`src/rtl/sd_types.sv`:
```
`default_nettype none
// ============================================================================
// Module   : sd_types (package)
// Purpose  : Basic byte type shared across the SD datapath.
// Revision : 1.0
// ============================================================================
package sd_types;
  typedef logic [7:0] sdBYTE_t;
endpackage
`default_nettype wire

```
`src/rtl/sdspi_types.sv`:
```
`default_nettype none
// ============================================================================
// Module   : sdspi_types (package)
// Purpose  : Operation codes accepted by the SD SPI byte interface.
// Revision : 1.0
// ============================================================================
package sdspi_types;
  typedef enum logic [1:0] {
    spiNOP = 2'd0,
    spiCSL = 2'd1,
    spiCSH = 2'd2,
    spiTR  = 2'd3
  } spiOP_t;
endpackage
`default_nettype wire

```
`src/rtl/sdcmd_types.sv`:
```
`default_nettype none
// ============================================================================
// Module   : sdcmd_types (package)
// Purpose  : Sequencer states, frame constants and the bytewise CRC7 update.
// Revision : 1.0
// ============================================================================
package sdcmd_types;
  import sd_types::*;

  localparam sdBYTE_t SD_FILL   = 8'hFF;
  localparam int      FRAME_LEN = 6;

  typedef enum logic [3:0] {
    ST_IDLE  = 4'd0,
    ST_CSL   = 4'd1,
    ST_PRE   = 4'd2,
    ST_WPRE  = 4'd3,
    ST_SEND  = 4'd4,
    ST_WSEND = 4'd5,
    ST_POLL  = 4'd6,
    ST_WPOLL = 4'd7,
    ST_END   = 4'd8,
    ST_CSH   = 4'd9,
    ST_POST  = 4'd10,
    ST_WPOST = 4'd11,
    ST_FIN   = 4'd12
  } seqState_t;

  // MSB-first shift through x^7 + x^3 + 1.
  function automatic logic [6:0] crc7_byte(input logic [6:0] crc, input sdBYTE_t data);
    logic [6:0] c;
    logic       fb;
    c = crc;
    for (int i = 7; i >= 0; i--) begin
      fb = c[6] ^ data[i];
      c  = {c[5:0], 1'b0};
      if (fb) c = c ^ 7'h09;
    end
    return c;
  endfunction
endpackage
`default_nettype wire

```
`src/rtl/sd_cmd_seq_if.sv`:
```
`default_nettype none
// ============================================================================
// Module   : sd_cmd_seq_if
// Purpose  : Controller command handshake plus SPI byte-interface signals.
// Revision : 1.0
// ============================================================================
interface sd_cmd_seq_if;
  import sd_types::*;
  import sdspi_types::*;

  logic        cmdSTART;
  logic [5:0]  cmdIDX;
  logic [31:0] cmdARG;
  logic        cmdKEEPCS;
  logic        cmdBUSY;
  logic        cmdDONE;
  sdBYTE_t     cmdR1;
  logic        cmdTIMEOUT;
  spiOP_t      spiOP;
  sdBYTE_t     spiTXD;
  sdBYTE_t     spiRXD;
  logic        spiDONE;

  modport master (
    output cmdSTART, cmdIDX, cmdARG, cmdKEEPCS, spiRXD, spiDONE,
    input  cmdBUSY, cmdDONE, cmdR1, cmdTIMEOUT, spiOP, spiTXD
  );

  modport slave (
    input  cmdSTART, cmdIDX, cmdARG, cmdKEEPCS, spiRXD, spiDONE,
    output cmdBUSY, cmdDONE, cmdR1, cmdTIMEOUT, spiOP, spiTXD
  );
endinterface
`default_nettype wire

```
`src/rtl/sd_cmd_seq.sv`:
```
`default_nettype none
// ============================================================================
// Module   : sd_cmd_seq
// Purpose  : Frames an SD command with CRC7, polls for R1, reports timeout.
// Revision : 1.0
// ============================================================================
module sd_cmd_seq
  import sd_types::*;
  import sdspi_types::*;
  import sdcmd_types::*;
#(
  parameter int MAX_POLL = 8
) (
  input  logic         clk,
  input  logic         rst,
  sd_cmd_seq_if.slave  bus
);

  localparam int             c_PCW       = $clog2(MAX_POLL + 1);
  localparam logic [c_PCW-1:0] c_LAST_POLL = c_PCW'(MAX_POLL - 1);
  localparam logic [2:0]     c_LAST_BYTE = 3'(FRAME_LEN - 1);

  seqState_t        r_state,   w_stateNext;
  logic [5:0]       r_cmdIdx,  w_cmdIdxNext;
  logic [31:0]      r_arg,     w_argNext;
  logic             r_keepCs,  w_keepCsNext;
  logic [2:0]       r_byteIdx, w_byteIdxNext;
  logic [6:0]       r_crc,     w_crcNext;
  logic [c_PCW-1:0] r_pollCnt, w_pollCntNext;
  logic             r_busy,    w_busyNext;
  logic             r_done,    w_doneNext;
  sdBYTE_t          r_r1,      w_r1Next;
  logic             r_timeout, w_timeoutNext;
  spiOP_t           r_op,      w_opNext;
  sdBYTE_t          r_txd,     w_txdNext;

  logic [2:0]       w_frameSel;
  sdBYTE_t          w_frameByte;

  // Byte about to be loaded: byte 0 leaving WPRE, otherwise the next index.
  assign w_frameSel = (r_state == ST_WPRE) ? 3'd0 : r_byteIdx + 3'd1;

  always_comb begin
    w_frameByte = SD_FILL;
    case (w_frameSel)
      3'd0:    w_frameByte = {2'b01, r_cmdIdx};
      3'd1:    w_frameByte = r_arg[31:24];
      3'd2:    w_frameByte = r_arg[23:16];
      3'd3:    w_frameByte = r_arg[15:8];
      3'd4:    w_frameByte = r_arg[7:0];
      3'd5:    w_frameByte = {r_crc, 1'b1};
      default: w_frameByte = SD_FILL;
    endcase
  end

  always_comb begin
    w_stateNext   = r_state;
    w_cmdIdxNext  = r_cmdIdx;
    w_argNext     = r_arg;
    w_keepCsNext  = r_keepCs;
    w_byteIdxNext = r_byteIdx;
    w_crcNext     = r_crc;
    w_pollCntNext = r_pollCnt;
    w_busyNext    = r_busy;
    w_doneNext    = 1'b0;
    w_r1Next      = r_r1;
    w_timeoutNext = r_timeout;
    w_opNext      = spiNOP;
    w_txdNext     = r_txd;

    case (r_state)
      ST_IDLE: begin
        if (bus.cmdSTART) begin
          w_cmdIdxNext  = bus.cmdIDX;
          w_argNext     = bus.cmdARG;
          w_keepCsNext  = bus.cmdKEEPCS;
          w_crcNext     = 7'd0;
          w_pollCntNext = '0;
          w_timeoutNext = 1'b0;
          w_busyNext    = 1'b1;
          w_opNext      = spiCSL;
          w_stateNext   = ST_CSL;
        end
      end
      ST_CSL: w_stateNext = ST_PRE;
      ST_PRE: begin
        w_opNext    = spiTR;
        w_txdNext   = SD_FILL;
        w_stateNext = ST_WPRE;
      end
      ST_WPRE: begin
        if (bus.spiDONE) begin
          w_byteIdxNext = 3'd0;
          w_opNext      = spiTR;
          w_txdNext     = w_frameByte;
          w_crcNext     = crc7_byte(r_crc, w_frameByte);
          w_stateNext   = ST_SEND;
        end
      end
      ST_SEND: w_stateNext = ST_WSEND;
      ST_WSEND: begin
        if (bus.spiDONE) begin
          w_opNext  = spiTR;
          if (r_byteIdx == c_LAST_BYTE) begin
            w_txdNext     = SD_FILL;
            w_pollCntNext = '0;
            w_stateNext   = ST_POLL;
          end else begin
            w_byteIdxNext = w_frameSel;
            w_txdNext     = w_frameByte;
            // The CRC byte itself is not folded into the CRC.
            if (w_frameSel != c_LAST_BYTE) w_crcNext = crc7_byte(r_crc, w_frameByte);
            w_stateNext   = ST_SEND;
          end
        end
      end
      ST_POLL: w_stateNext = ST_WPOLL;
      ST_WPOLL: begin
        if (bus.spiDONE) begin
          if (!bus.spiRXD[7]) begin
            w_r1Next    = bus.spiRXD;
            w_stateNext = ST_END;
          end else if (r_pollCnt == c_LAST_POLL) begin
            w_r1Next      = 8'hFF;
            w_timeoutNext = 1'b1;
            w_opNext      = spiCSH;
            w_stateNext   = ST_CSH;
          end else begin
            w_pollCntNext = r_pollCnt + 1'b1;
            w_opNext      = spiTR;
            w_txdNext     = SD_FILL;
            w_stateNext   = ST_POLL;
          end
        end
      end
      ST_END: begin
        if (r_keepCs && !r_timeout) begin
          w_doneNext  = 1'b1;
          w_stateNext = ST_FIN;
        end else begin
          w_opNext    = spiCSH;
          w_stateNext = ST_CSH;
        end
      end
      ST_CSH: w_stateNext = ST_POST;
      ST_POST: begin
        w_opNext    = spiTR;
        w_txdNext   = SD_FILL;
        w_stateNext = ST_WPOST;
      end
      ST_WPOST: begin
        if (bus.spiDONE) begin
          w_doneNext  = 1'b1;
          w_stateNext = ST_FIN;
        end
      end
      ST_FIN: begin
        w_busyNext  = 1'b0;
        w_stateNext = ST_IDLE;
      end
      default: w_stateNext = ST_IDLE;
    endcase
  end

  always_ff @(posedge clk or posedge rst) begin
    if (rst) begin
      r_state   <= ST_IDLE;
      r_cmdIdx  <= 6'd0;
      r_arg     <= 32'd0;
      r_keepCs  <= 1'b0;
      r_byteIdx <= 3'd0;
      r_crc     <= 7'd0;
      r_pollCnt <= '0;
      r_busy    <= 1'b0;
      r_done    <= 1'b0;
      r_r1      <= 8'hFF;
      r_timeout <= 1'b0;
      r_op      <= spiNOP;
      r_txd     <= SD_FILL;
    end else begin
      r_state   <= w_stateNext;
      r_cmdIdx  <= w_cmdIdxNext;
      r_arg     <= w_argNext;
      r_keepCs  <= w_keepCsNext;
      r_byteIdx <= w_byteIdxNext;
      r_crc     <= w_crcNext;
      r_pollCnt <= w_pollCntNext;
      r_busy    <= w_busyNext;
      r_done    <= w_doneNext;
      r_r1      <= w_r1Next;
      r_timeout <= w_timeoutNext;
      r_op      <= w_opNext;
      r_txd     <= w_txdNext;
    end
  end

  assign bus.cmdBUSY    = r_busy;
  assign bus.cmdDONE    = r_done;
  assign bus.cmdR1      = r_r1;
  assign bus.cmdTIMEOUT = r_timeout;
  assign bus.spiOP      = r_op;
  assign bus.spiTXD     = r_txd;

endmodule
`default_nettype wire

```
`src/flat_wrapper.sv`:
```
// flat-port wrapper written by rule: the top's interface ports become plain ports
module sd_cmd_seq_flat import sd_types::*; import sdspi_types::*; import sdcmd_types::*;
#(
  parameter int MAX_POLL = 8
)
  (clk, rst, bus_cmdSTART, bus_cmdIDX, bus_cmdARG, bus_cmdKEEPCS, bus_spiRXD, bus_spiDONE, bus_cmdBUSY, bus_cmdDONE, bus_cmdR1, bus_cmdTIMEOUT, bus_spiOP, bus_spiTXD);
  sd_cmd_seq_if bus_i ();
  input  logic clk;
  input  logic rst;
  input wire logic [$bits(bus_i.cmdSTART)-1:0] bus_cmdSTART;
  input wire logic [$bits(bus_i.cmdIDX)-1:0] bus_cmdIDX;
  input wire logic [$bits(bus_i.cmdARG)-1:0] bus_cmdARG;
  input wire logic [$bits(bus_i.cmdKEEPCS)-1:0] bus_cmdKEEPCS;
  input wire logic [$bits(bus_i.spiRXD)-1:0] bus_spiRXD;
  input wire logic [$bits(bus_i.spiDONE)-1:0] bus_spiDONE;
  output wire logic [$bits(bus_i.cmdBUSY)-1:0] bus_cmdBUSY;
  output wire logic [$bits(bus_i.cmdDONE)-1:0] bus_cmdDONE;
  output wire logic [$bits(bus_i.cmdR1)-1:0] bus_cmdR1;
  output wire logic [$bits(bus_i.cmdTIMEOUT)-1:0] bus_cmdTIMEOUT;
  output wire logic [$bits(bus_i.spiOP)-1:0] bus_spiOP;
  output wire logic [$bits(bus_i.spiTXD)-1:0] bus_spiTXD;
  assign bus_i.cmdSTART = bus_cmdSTART;
  assign bus_i.cmdIDX = bus_cmdIDX;
  assign bus_i.cmdARG = bus_cmdARG;
  assign bus_i.cmdKEEPCS = bus_cmdKEEPCS;
  assign bus_i.spiRXD = bus_spiRXD;
  assign bus_i.spiDONE = bus_spiDONE;
  assign bus_cmdBUSY = bus_i.cmdBUSY;
  assign bus_cmdDONE = bus_i.cmdDONE;
  assign bus_cmdR1 = bus_i.cmdR1;
  assign bus_cmdTIMEOUT = bus_i.cmdTIMEOUT;
  assign bus_spiOP = bus_i.spiOP;
  assign bus_spiTXD = bus_i.spiTXD;
  sd_cmd_seq #(.MAX_POLL(MAX_POLL)) u_core (.clk(clk), .rst(rst), .bus(bus_i));
endmodule
```
`config.mk`:
```
export PLATFORM = sky130hd
export DESIGN_NAME = sd_cmd_seq_flat
export DESIGN_NICKNAME = d
export VERILOG_FILES = /design/src/rtl/sd_types.sv /design/src/rtl/sdspi_types.sv /design/src/rtl/sdcmd_types.sv /design/src/rtl/sd_cmd_seq_if.sv /design/src/rtl/sd_cmd_seq.sv /design/src/flat_wrapper.sv
export SDC_FILE = /design/constraint.sdc
export NUM_CORES = 1
export LEC_CHECK = 0
export CAP_MARGIN = 5
export CELL_PAD_IN_SITES_DETAIL_PLACEMENT = 0
export CELL_PAD_IN_SITES_GLOBAL_PLACEMENT = 1
export CORE_UTILIZATION = 41
export CTS_CLUSTER_SIZE = 40
export DETAILED_ROUTE_END_ITERATION = 10
export PLACE_DENSITY = 0.83
export SLEW_MARGIN = 30
export SYNTH_ARGS = -nofsm -noshare
export SYNTH_HDL_FRONTEND = slang
export SYNTH_SLANG_ARGS = --single-unit
```
`constraint.sdc`:
```
create_clock -name clk -period 3.5 [get_ports clk]
set_input_delay 1.05 -clock clk [delete_from_list [all_inputs] [get_ports clk]]
set_output_delay 1.05 -clock clk [all_outputs]
set_load 0.1 [all_outputs]
```
## Word-level counts from Yosys, hierarchy flattened

Cells that the tools add are included.

| word-level totals | value |
|---|---|
| bits of input ports | 51 |
| word-level logic and storage cells | 210 |
| output and inout port bits | 21 |
| register bits | 78 |

| operators by class | value |
|---|---|
| reduce and logical (&&, ||, !) cells | 21 |
| add/subtract/negate cells | 2 |
| bitwise logic cells | 30 |
| multiplexer cells | 112 |
| eq/ne operators | 32 |

Operator list:

| operator | count |
|---|---|
| $mux W7 | 47 |
| $mux W4 | 28 |
| $mux W8 | 8 |
| $pmux W4 S12 | 1 |
| $pmux W8 S6 | 1 |
| $pmux W8 S4 | 1 |
| $not A2 Y2 | 15 |
| $pmux W7 S3 | 1 |
| $eq A4 B3 Y1 const B | 5 |
| $eq A4 B4 Y1 const B | 5 |
| $ne A2 B2 Y1 const B | 8 |
| $mux W3 | 5 |
| $xor A1 B1 Y1 | 15 |
| $pmux W4 S3 | 1 |
| $reduce_and A6 Y1 | 2 |
| $mux W2 | 5 |
| $pmux W2 S5 | 1 |
| $reduce_and A5 Y1 | 2 |
| $eq A3 B3 Y1 const B | 3 |
| $mux W1 | 9 |
| $eq A4 B2 Y1 const B | 2 |
| $ne A2 B1 Y1 const B | 4 |
| $reduce_and A7 Y1 | 1 |
| $eq A3 B2 Y1 const B | 2 |
| other kinds (18) | 25 |

## Logic depth before layout (Yosys ltp)

Gate-level depths: netlist of run 1.

| depth | value |
|---|---|
| depth after elaboration | 52 |
| mapped depth | 11 |
| depth with buffers taken out | 9 |

## Worst setup path after synthesis of run 1

OpenSTA, ideal clock, no wires.

| path | value |
|---|---|
| kind | in2reg |
| start point | input port bus_spiDONE |
| end point | register u_core.r_crc[4] |
| stages on the path | 7 |
| library setup time | 0.087 ns |
| buffers on the path | 2 |
| path slack | 0.919 ns |
| data arrival time | 2.494 ns |
| path through | clkbuf_1 > o31a_1 > o2111ai_1 > or2_2 > clkbuf_1 > or3_1 > o211ai_1 |

| between the ends | value |
|---|---|
| cells in the longest elaborated chain, start to end | 2 |
| elaborated cells between the ends (all ways) | 3 |
| those cells by class | 2 x eq/ne; 1 x reduce/logical |

RTL lines:

| item | RTL line | RTL |
|---|---|---|
| start: declaration | flat_wrapper.sv:15 | `input wire logic [$bits(bus_i.spiDONE)-1:0] bus_spiDONE;` |
| $ne A2 B2 Y1 (no source line) | - |  |
| $reduce_and A6 Y1 (no source line) (*) | - |  |
| end signal: assignment | sd_cmd_seq.sv:186 | `r_crc <= w_crcNext;` |
| end: declaration | sd_cmd_seq.sv:28 | `logic [6:0] r_crc, w_crcNext;` |

Every way passes the cells marked *; elsewhere a longest branch is shown, timed or not.
A chain may end at the register's enable or synchronous reset.

## Worst setup path in the final report of run 1

| path | value |
|---|---|
| start point | register u_core.r_byteIdx[0] |
| end point | register u_core.r_crc[0] |

| between the ends | value |
|---|---|
| cells in the longest elaborated chain, start to end | 44 |
| elaborated cells between the ends (all ways) | 77 |
| those cells by class | 1 x add/sub; 9 x eq/ne; 58 x mux; 7 x bitwise; 2 x reduce/logical |

RTL lines:

| item | RTL line | RTL |
|---|---|---|
| start: declaration | sd_cmd_seq.sv:27 | `logic [2:0] r_byteIdx, w_byteIdxNext;` |
| start signal: assignment | sd_cmd_seq.sv:185 | `r_byteIdx <= w_byteIdxNext;` |
| $add A3 B1 Y3 | sd_cmd_seq.sv:41 | `assign w_frameSel = (r_state == ST_WPRE) ? 3'd0 : r_byteIdx + 3'd1;` |
| $mux W3 | sd_cmd_seq.sv:41 |  |
| $eq A3 B3 Y1 (tied with other cells) | sd_cmd_seq.sv:45 | `case (w_frameSel)` |
| $pmux W8 S6 | sd_cmd_seq.sv:45 |  |
| $xor A1 B1 Y1 | sdcmd_types.sv:35 | `fb = c[6] ^ data[i];` |
| $mux W4 | sdcmd_types.sv:37 | `if (fb) c = c ^ 7'h09;` |
| $mux W7 | sd_cmd_seq.sv:112 | `if (w_frameSel != c_LAST_BYTE) w_crcNext = crc7_byte(r_crc, w_frameByte);` |
| $mux W7 | sd_cmd_seq.sv:104 | `if (r_byteIdx == c_LAST_BYTE) begin` |
| (+28 left out) | - |  |
| $mux W7 | sd_cmd_seq.sv:102 | `if (bus.spiDONE) begin` |
| $mux W7 | sd_cmd_seq.sv:71 | `case (r_state)` |
| $xor A1 B1 Y1 | sdcmd_types.sv:35 |  |
| $mux W4 | sdcmd_types.sv:37 |  |
| $mux W7 | sd_cmd_seq.sv:112 |  |
| $mux W7 | sd_cmd_seq.sv:104 |  |
| $mux W7 | sd_cmd_seq.sv:102 |  |
| $pmux W7 S3 | sd_cmd_seq.sv:71 |  |

Several ways; a longest one is shown, not always the timed one. The select of a mux whose other input is x is not followed.

==> flow_summary.toml, run 1 <==
[status]
status = "finished, final reports clean"

[clock_tree]
cts-hold-fix-buffers = 0
cts_buffers = 9
clk_pin_slew_ns = 0.08
htree_num_levels = 3
cts_setup_buffers = 0
post_cts_resized = 0
tritoncts = "built"
clk_path_buf_depth = 2
clock-sinks = 78
cts-root-buf = "clkbuf_8"
clkLatencyLatePin_ns = 0.35

[setup_path]
critPathCaptureType = "register"
crit_path_max_fanout = 18
worst_ep_arrival_time_ns = 3.10
cp.required_ns = 3.77
cp-start-kind = "register"
reg2reg_depth = 9
path_class = "reg2reg"

[synth]
async_reset_ff_frac = 1.000
synth_top_flop_cell = "dfrtp_1"
synth_nets = 476
syn_area_per_cell_um2 = 9.971
synth_area_mm2 = 0.004208
synth_edf_count = 0
ys_ff_latch = 78
synth_cells = 422
synthDistinctLibCells = 69
yosysWarningCount = 0
seq_area_frac_synth = 0.4686

[drt]
detail-route-antenna-nets = 0
viasPerCell = 5.588
drtPass1Iterations = 5
post-route-drc-count = 0
wl_per_cell_um = 16.37
vias = 3543
initialDrtViolationCount = 153
drt-total-wl_um = 10380

[die]
rows = 36
fp.dieH_um = 103.3
chipWidth_um = 103.3
die_area_mm2 = 0.01067
io_pins = 72
start_util = 0.4266
core_mm2 = 0.009864

[global_route]
grt_pass1_wl_um = 16860
grt_pass1_vias = 3335
grt-ovfl-total = 0
track_usage = 0.2076
antenna_found_initial = 0
grt_max_degree = 51

[sta]
skew_ns = 0.01178
setup_tns_ns = 0
setup_viol_count_final = 0
period_minus_slack_ns = 2.833
rsz0062_at_grt = "no"
fin_crit_sh = 0.8093
hold_slack_ns = 0.4799
slew_viol_final = 0
tightestPinTransition_ns = 0.6400
max_freq_mhz = 353.0
maxSlewHeadroom = 0.5727
finalHoldViolations = 0

[placement]
hpwlAfterDp_um = 7380
dpl_cell_area_mm2 = 0.005064
portBuffers = 71
dpl.cell_count = 618
place_congestion = 0.8878

[pwr]
finalPower_uw = 5735
p_leak_uw = 0.002262
max-vdd-ir-drop_mv = 0.3848
powerDensity_mw_per_mm2 = 1078

[layout]
multi_input_area_mm2 = 0.002093
drive_gt1_frac = 0.2535
nets = 550
insertedDiodeCount = 0
final_cell_mix = "dfrtp_1 (62), nand2_1 (51), clkdlybuf4s50_1 (50)"
seq_area_mm2 = 0.001972
syn_to_final_growth_pct = 26.40
n_fill_cell = 897
design_area_mm2 = 0.005319
layout_commonest_cell = "dfrtp_1"
fin_cells = 634

[job]
cap_violations = 0

[hold_path]
hold_class = "reg2reg"
holdPathStages = 2
==> critical path, cell delays in order, from the launching register on <==
cell and delay, ns:
dfrtp_1 0.39, buf_4 0.20, ha_1 0.32, buf_4 0.21, nor2b_1 0.34, nand3_1 0.29
and4_4 0.30, or3_4 0.38, and2_4 0.18, o211ai_2 0.14
==> cell usage after synthesis (all sizes together) (8+ instances only) <==
cell type / number / share of area
clkbuf: 14 / 0.013
o21ai: 28 / 0.033
dfrtp: 62 / 0.37
nand3: 14 / 0.017
o211ai: 8 / 0.017
mux2: 41 / 0.11
dfstp: 16 / 0.10
nand2: 51 / 0.045
buf: 11 / 0.014
a21oi: 22 / 0.027
nor2: 35 / 0.031
a31oi: 10 / 0.015
==> registers in the layout, summed over array words and instances (netlist names) <==
signal                 count
u_core.bus.cmdTIMEOUT      1
u_core.bus.spiOP           2
u_core.r_byteIdx           3
u_core.bus.cmdR1           8
u_core.bus.cmdBUSY         1
u_core.bus.cmdDONE         1
u_core.r_state             4
u_core.r_pollCnt           4
u_core.r_arg              32
u_core.r_crc               7
u_core.r_keepCs            1
u_core.bus.spiTXD          8
u_core.r_cmdIdx            6
==> path summary, 6_finish.rpt <==
path | start | endpoint | slack (ns)
min | u_core.bus.cmdR1[6] | u_core.bus.cmdR1[6] | 0.48
min reg2reg | u_core.bus.cmdR1[6] | u_core.bus.cmdR1[6] | 0.48
max | u_core.r_byteIdx[0] | u_core.r_crc[0] | 0.67
max reg2reg | u_core.r_byteIdx[0] | u_core.r_crc[0] | 0.67
min in group asynchronous | rst | u_core.r_cmdIdx[3] | 1.11
max in group asynchronous | rst | u_core.bus.cmdR1[6] | 1.65
==> stage by stage <==
stage          setup slack [ns]    util
2_1_floorplan            0.4814       -
3_3_place_gp             0.3960  0.5133
3_5_place_dp             0.3617  0.5133
4_1_cts                  0.6700  0.5392
5_1_grt                  0.4959  0.5392
6_report                 0.6675  0.5392
==> power breakdown <==
part	switching (uW)	internal, uW	total [uW]
clock network	362	500	861
logic	2030	1230	3270
registers	270	1340	1610
==> logic make-up after synthesis <==
logic type               Yosys count  synth area share
AND/OR/NAND/NOR                  141            0.1621
AO/OA/AOI/OAI                    117            0.1936
flip-flops                        78            0.4686
multiplexers                      44            0.1169
buffers and inverters             34           0.03509
XOR/XNOR                           5           0.01487
adder cells (fa/ha/maj)            3          0.008922
==> area by class of cell <==
type / instances / area share
Clock buffer: 10 / 0.02588
Inverter: 9 / 0.006351
Clock inverter: 6 / 0.02211
Tap cell: 133 / 0.03129
Multi-Input combinational cell: 310 / 0.3936
Sequential cell: 78 / 0.3707
Timing Repair Buffer: 88 / 0.1501
==> metal layers <==
layer | global-route usage | wire (um)
met3 | 0.03159 | 494
met4 | 0.06934 | 129
met2 | 0.3159 | 4749
met1 | 0.3028 | 5006
met5 | 0 | 0
Note: power is estimated with default switching activity, not from simulation.
==> run 2: changes to the inputs <==
- clock period: 3.5 -> 2.95 ns (I/O delays scaled with it)
==> flow_summary.toml, run 2 (synthesized netlist as in run 1, its figures left out) <==
[die]
die_area_mm2 = 0.01067
fp.dieH_um = 103.3
core_mm2 = 0.009864
rows = 36
io_pins = 72
chipWidth_um = 103.3
start_util = 0.4266

[clock_tree]
htree_num_levels = 3
cts-root-buf = "clkbuf_8"
clk_path_buf_depth = 2
cts-hold-fix-buffers = 0
cts_setup_buffers = 0
clock-sinks = 78
tritoncts = "built"
post_cts_resized = 0
clkLatencyLatePin_ns = 0.36
cts_buffers = 9
clk_pin_slew_ns = 0.09

[layout]
final_cell_mix = "dfrtp_1 (62), nand2_1 (51), clkdlybuf4s50_1 (50)"
layout_commonest_cell = "dfrtp_1"
largest_reg_flops = 32
regMostFlops = "u_core.r_arg"
drive_gt1_frac = 0.2701
syn_to_final_growth_pct = 28.37
fin_util = 0.5476
fin_cells = 644
nets = 560
insertedDiodeCount = 0

[global_route]
grt_max_degree = 41
grt_pass1_vias = 3306
grt_pass1_wl_um = 16960
track_usage = 0.2095
grt-ovfl-total = 0
antenna_found_initial = 0

[hold_path]
min_to = "u_core.bus.cmdR1[1]"
min_from = "u_core.bus.cmdR1[1]"
holdPathStages = 2
hold_class = "reg2reg"

[placement]
dpl.cell_count = 628
pre_cts_ws_ns = -0.03562
hpwlAfterDp_um = 7596
portBuffers = 71
place_congestion = 0.9101

[setup_path]
rrSetupSlack_ns = 0.23
cp-start-kind = "register"
critPathCaptureType = "register"
reg2reg_depth = 8
r2r_start = "u_core.r_byteIdx[0]"
reg2reg_to = "u_core.r_crc[0]"
path_class = "reg2reg"
worst_ep_arrival_time_ns = 3.01
cp.required_ns = 3.24
crit_path_max_fanout = 10

[sta]
max_freq_mhz = 367.8
setup_viol_count_final = 0
rsz0062_at_grt = "no"
postLayoutSetupSlackWorst_ns = 0.2308
skew_ns = 0.01169
fin_crit_sh = 0.9218
maxSlewHeadroom = 0.5808
tightestPinTransition_ns = 0.6250
slew_viol_final = 0
period_minus_slack_ns = 2.719
finalHoldViolations = 0

[pwr]
powerDensity_mw_per_mm2 = 1257
p_clk_frac = 0.137
p_leak_uw = 0.002311
p_int_uw = 3611
finalPower_uw = 6792
max-vdd-ir-drop_mv = 0.4831
combPwrFrac = 0.582
pwr-share-seq = 0.281
switching_share = 0.4684
p_switching_uw = 3181

[drt]
wl_per_cell_um = 16.18
post-route-drc-count = 0
drtPass1Iterations = 6
detail-route-antenna-nets = 0
viasPerCell = 5.561
vias = 3581
drt-total-wl_um = 10420
initialDrtViolationCount = 220

[status]
status = "finished, final reports clean"

[job]
cap_violations = 0
==> run 2: worst max-delay path by stage <==
stage / startpoint / end / slack (ns) / cells after the start
3_3_place_gp: bus_spiDONE / u_core.r_crc[4] / -0.003 / 7
2_1_floorplan: rst / u_core.bus.cmdBUSY / 0.1 / 1
3_5_place_dp: bus_spiDONE / u_core.r_crc[4] / -0.04 / 7
4_1_cts: u_core.r_byteIdx[0] / u_core.r_crc[5] / 0.21 / 8
5_1_grt: u_core.r_byteIdx[0] / u_core.r_crc[5] / 0.07 / 8
6_report: u_core.r_byteIdx[0] / u_core.r_crc[0] / 0.23 / 8
==> run 2: cell type report <==
cell class / instances / area [um2]
Fill cell: 884 / 4463
Timing Repair Buffer: 98 / 898.4
Clock inverter: 6 / 93.84
Multi-Input combinational cell: 310 / 2100
Tap cell: 133 / 166.4
Inverter: 9 / 33.78
Sequential cell: 78 / 1972
Clock buffer: 10 / 137.6
==> run 2: power by group through the flow <==
stage                     sequential, uW  clock [uW]  combinational (uW)
after floorplan                     2560           0                2260
after global placement              1910           0                3860
after detailed placement            1930           0                3910
after CTS                           1910         953                3930
after global routing                1970         991                4290
final                               1910         930                3950
==> run 2: per-stage QoR <==
stage,hold slack [ns],instance area [um2],setup TNS (ns)
after floorplan,0.4358,4208,0
final,0.4796,5401,0
after global routing,0.5025,5401,0
after global placement,0.4656,5164,-0.002622
after detailed placement,0.4716,5164,-0.06255
after CTS,0.4843,5395,0
==> run 2: routing by layer <==
metal / track usage / vias to the layer above / wire, um / part of all wire
li1: - / 1712 / - / -
met1: 0.3054 / 1744 / 5049 / 0.48
met2: 0.3164 / 108 / 4746 / 0.46
met3: 0.02957 / 17 / 441 / 0.042
met4: 0.07909 / 0 / 180 / 0.017
met5: 0 / - / 0 / 0
==> run 2: worst max-delay path, stage by stage (launching register included) <==
cell and delay (ns):
dfrtp_1 0.41, ha_1 0.30, xor2_4 0.23, o31ai_2 0.55, a21oi_1 0.21, and4_4 0.25
or3_4 0.38, and2_4 0.18, o211ai_2 0.14
==> run 3: changes to the inputs <==
- CORE_UTILIZATION: 41 -> 37
- CTS_BUF_LIST: not set -> sky130_fd_sc_hd__clkbuf_4 sky130_fd_sc_hd__clkbuf_8 sky130_fd_sc_hd__clkbuf_16
- GPL_TIMING_DRIVEN: not set -> 0
- PLACE_DENSITY: 0.83 -> 0.79
- clock period: 2.95 -> 2.3 ns (I/O delays scaled with it)
==> flow_summary.toml, run 3 (synthesized netlist as in run 1, its figures left out) <==
[setup_path]
crit_chain = "ha_4 -> xor2_4 -> buf_6 -> a221oi_4 -> a311o_1 -> and4_4 -> or3_4 -> and2_4 -> o211ai_2"
crit_cells = 9
worst_ep_arrival_time_ns = 2.69
crit_path_max_fanout = 6
r2r_start = "u_core.r_byteIdx[0]"
cp-start-kind = "register"
cp-endpoint = "u_core.r_crc[3]"
cp.required_ns = 2.57
rrSetupSlack_ns = -0.13
crit_buf_inv = 1
path_class = "reg2reg"
path_delay_family = "simple AND/OR/NAND/NOR gates"
reg2reg_to = "u_core.r_crc[3]"
startpoint = "u_core.r_byteIdx[0]"
reg2reg_depth = 9
slowest_stage = "dfrtp_2"
critPathMaxStageDelay_ns = 0.45
critPathCaptureType = "register"

[layout]
final_cell_mix = "dfrtp_1 (59), nand2_1 (50), clkdlybuf4s50_1 (50)"
regMostFlops = "u_core.r_arg"
insertedDiodeCount = 0
fin_util = 0.5578
n_fill_cell = 913
syn_to_final_growth_pct = 45.58
seq_area_mm2 = 0.001976
layout_commonest_cell = "dfrtp_1"
drive_gt1_frac = 0.3653
fin_cells = 671
largest_reg_flops = 32
multi_input_area_mm2 = 0.002467
nets = 580
design_area_mm2 = 0.006126

[drt]
post-route-drc-count = 0
drtPass1Iterations = 5
initialDrtViolationCount = 170
viasPerCell = 5.434
vias = 3646
detail-route-antenna-nets = 0
wl_per_cell_um = 16.90
drt-total-wl_um = 11340

[die]
fp.dieH_um = 108.6
chipWidth_um = 108.6
rows = 38
die_area_mm2 = 0.01180
core_mm2 = 0.01098
io_pins = 72
start_util = 0.3831

[pwr]
powerDensity_mw_per_mm2 = 1697
max-vdd-ir-drop_mv = 0.7258
p_leak_uw = 0.002534

[hold_path]
hold_class = "reg2reg"

[status]
violations = "setup timing"
status = "complete, but fails checks"

[sta]
tightestPinTransition_ns = 0.9742
maxSlewHeadroom = 0.3531
period_minus_slack_ns = 2.425
postLayoutSetupSlackWorst_ns = -0.1250
skew_ns = 0.009575
fin_crit_sh = 1.054
slew_viol_final = 0
max_freq_mhz = 412.4
finalHoldViolations = 0
rsz0062_at_grt = "yes"
setup_tns_ns = -0.4947
setup_viol_count_final = 6

[placement]
pre_cts_ws_ns = -0.9015
dpl.cell_count = 635
place_congestion = 0.8714
dpl_cell_area_mm2 = 0.005166
hpwlAfterDp_um = 7892
portBuffers = 71

[clock_tree]
cts_buffers = 9
tritoncts = "built"
clock-sinks = 78
clk_path_buf_depth = 2
clkLatencyLatePin_ns = 0.34
cts-root-buf = "clkbuf_16"
clk_pin_slew_ns = 0.07
htree_num_levels = 3

[job]
cap_violations = 0

[global_route]
grt_pass1_wl_um = 18780
grt_max_degree = 29
track_usage = 0.2071
antenna_found_initial = 0
grt-ovfl-total = 0
grt_pass1_vias = 3690
## run 3: changes by cell type in the layout (fill, tap and decap cells not counted), sizes merged
cell and delta:
inv -1, clkdlybuf4s15 +17, bufbuf +1, clkinv +1, dlygate4sd2 +4, buf -14, clkinvlp +1, clkbuf +11
## run 3: worst reg2reg max path, delay by kind of cell (launching register included)
family,cells,cell delay [ns]
AO/OA/AOI/OAI,3,0.55
XOR/XNOR,1,0.28
adder cells (fa/ha/maj),1,0.20
buffers and inverters,1,0.16
flip-flops,1,0.45
AND/OR/NAND/NOR,3,0.71
## run 3: per-stage QoR
stage / power, uW / hold WS (ns)
after global placement: 7308 / 0.4600
after detailed placement: 7417 / 0.4666
final: 10390 / 0.4829
after floorplan: 6211 / 0.4358
after CTS: 9950 / 0.4760
after global routing: 10990 / 0.5035
## run 3: area by class of cell
type	count	share of cell area
Buffer	23	0.02451
Clock buffer	9	0.03676
Clock inverter	7	0.01593
Inverter	9	0.008374
Multi-Input combinational cell	310	0.4028
Sequential cell	78	0.3225
Tap cell	140	0.02859
Timing Repair Buffer	95	0.1605
## run 3: report_power, final
part           leakage [uW]  switching, uW  internal [uW]
registers          0.000933            456           2040
clock network      0.000157            587            956
logic               0.00144           3650           2710
## run 3: worst min-delay path by stage
stage | start | to | slack (ns) | cells after the start
5_1_grt | u_core.r_pollCnt[3] | u_core.r_pollCnt[3] | 0.50 | 1
4_1_cts | u_core.r_pollCnt[3] | u_core.r_pollCnt[3] | 0.48 | 1
3_5_place_dp | u_core.r_pollCnt[3] | u_core.r_pollCnt[3] | 0.47 | 1
2_1_floorplan | u_core.r_pollCnt[3] | u_core.r_pollCnt[3] | 0.44 | 1
3_3_place_gp | u_core.r_pollCnt[3] | u_core.r_pollCnt[3] | 0.46 | 1
6_report | u_core.bus.cmdR1[1] | u_core.bus.cmdR1[1] | 0.48 | 2
## run 3: metal layers
metal | up-vias | part of all wire | wire, um | global-route usage
met5 | - | 0 | 0 | 0
met4 | 0 | 0.016 | 177 | 0.07722
met3 | 17 | 0.035 | 400 | 0.02809
met2 | 100 | 0.48 | 5389 | 0.3151
li1 | 1767 | - | - | -
met1 | 1762 | 0.47 | 5373 | 0.2995
## run 3: timing repair
item / CTS / global route
endpoints found under the setup margin: 50 / 24
cloned: 2 / 0
hold buffers: 0 / 0
resized for setup: 126 / 27
pin swaps: 20 / 20
setup buffers: 13 / 8
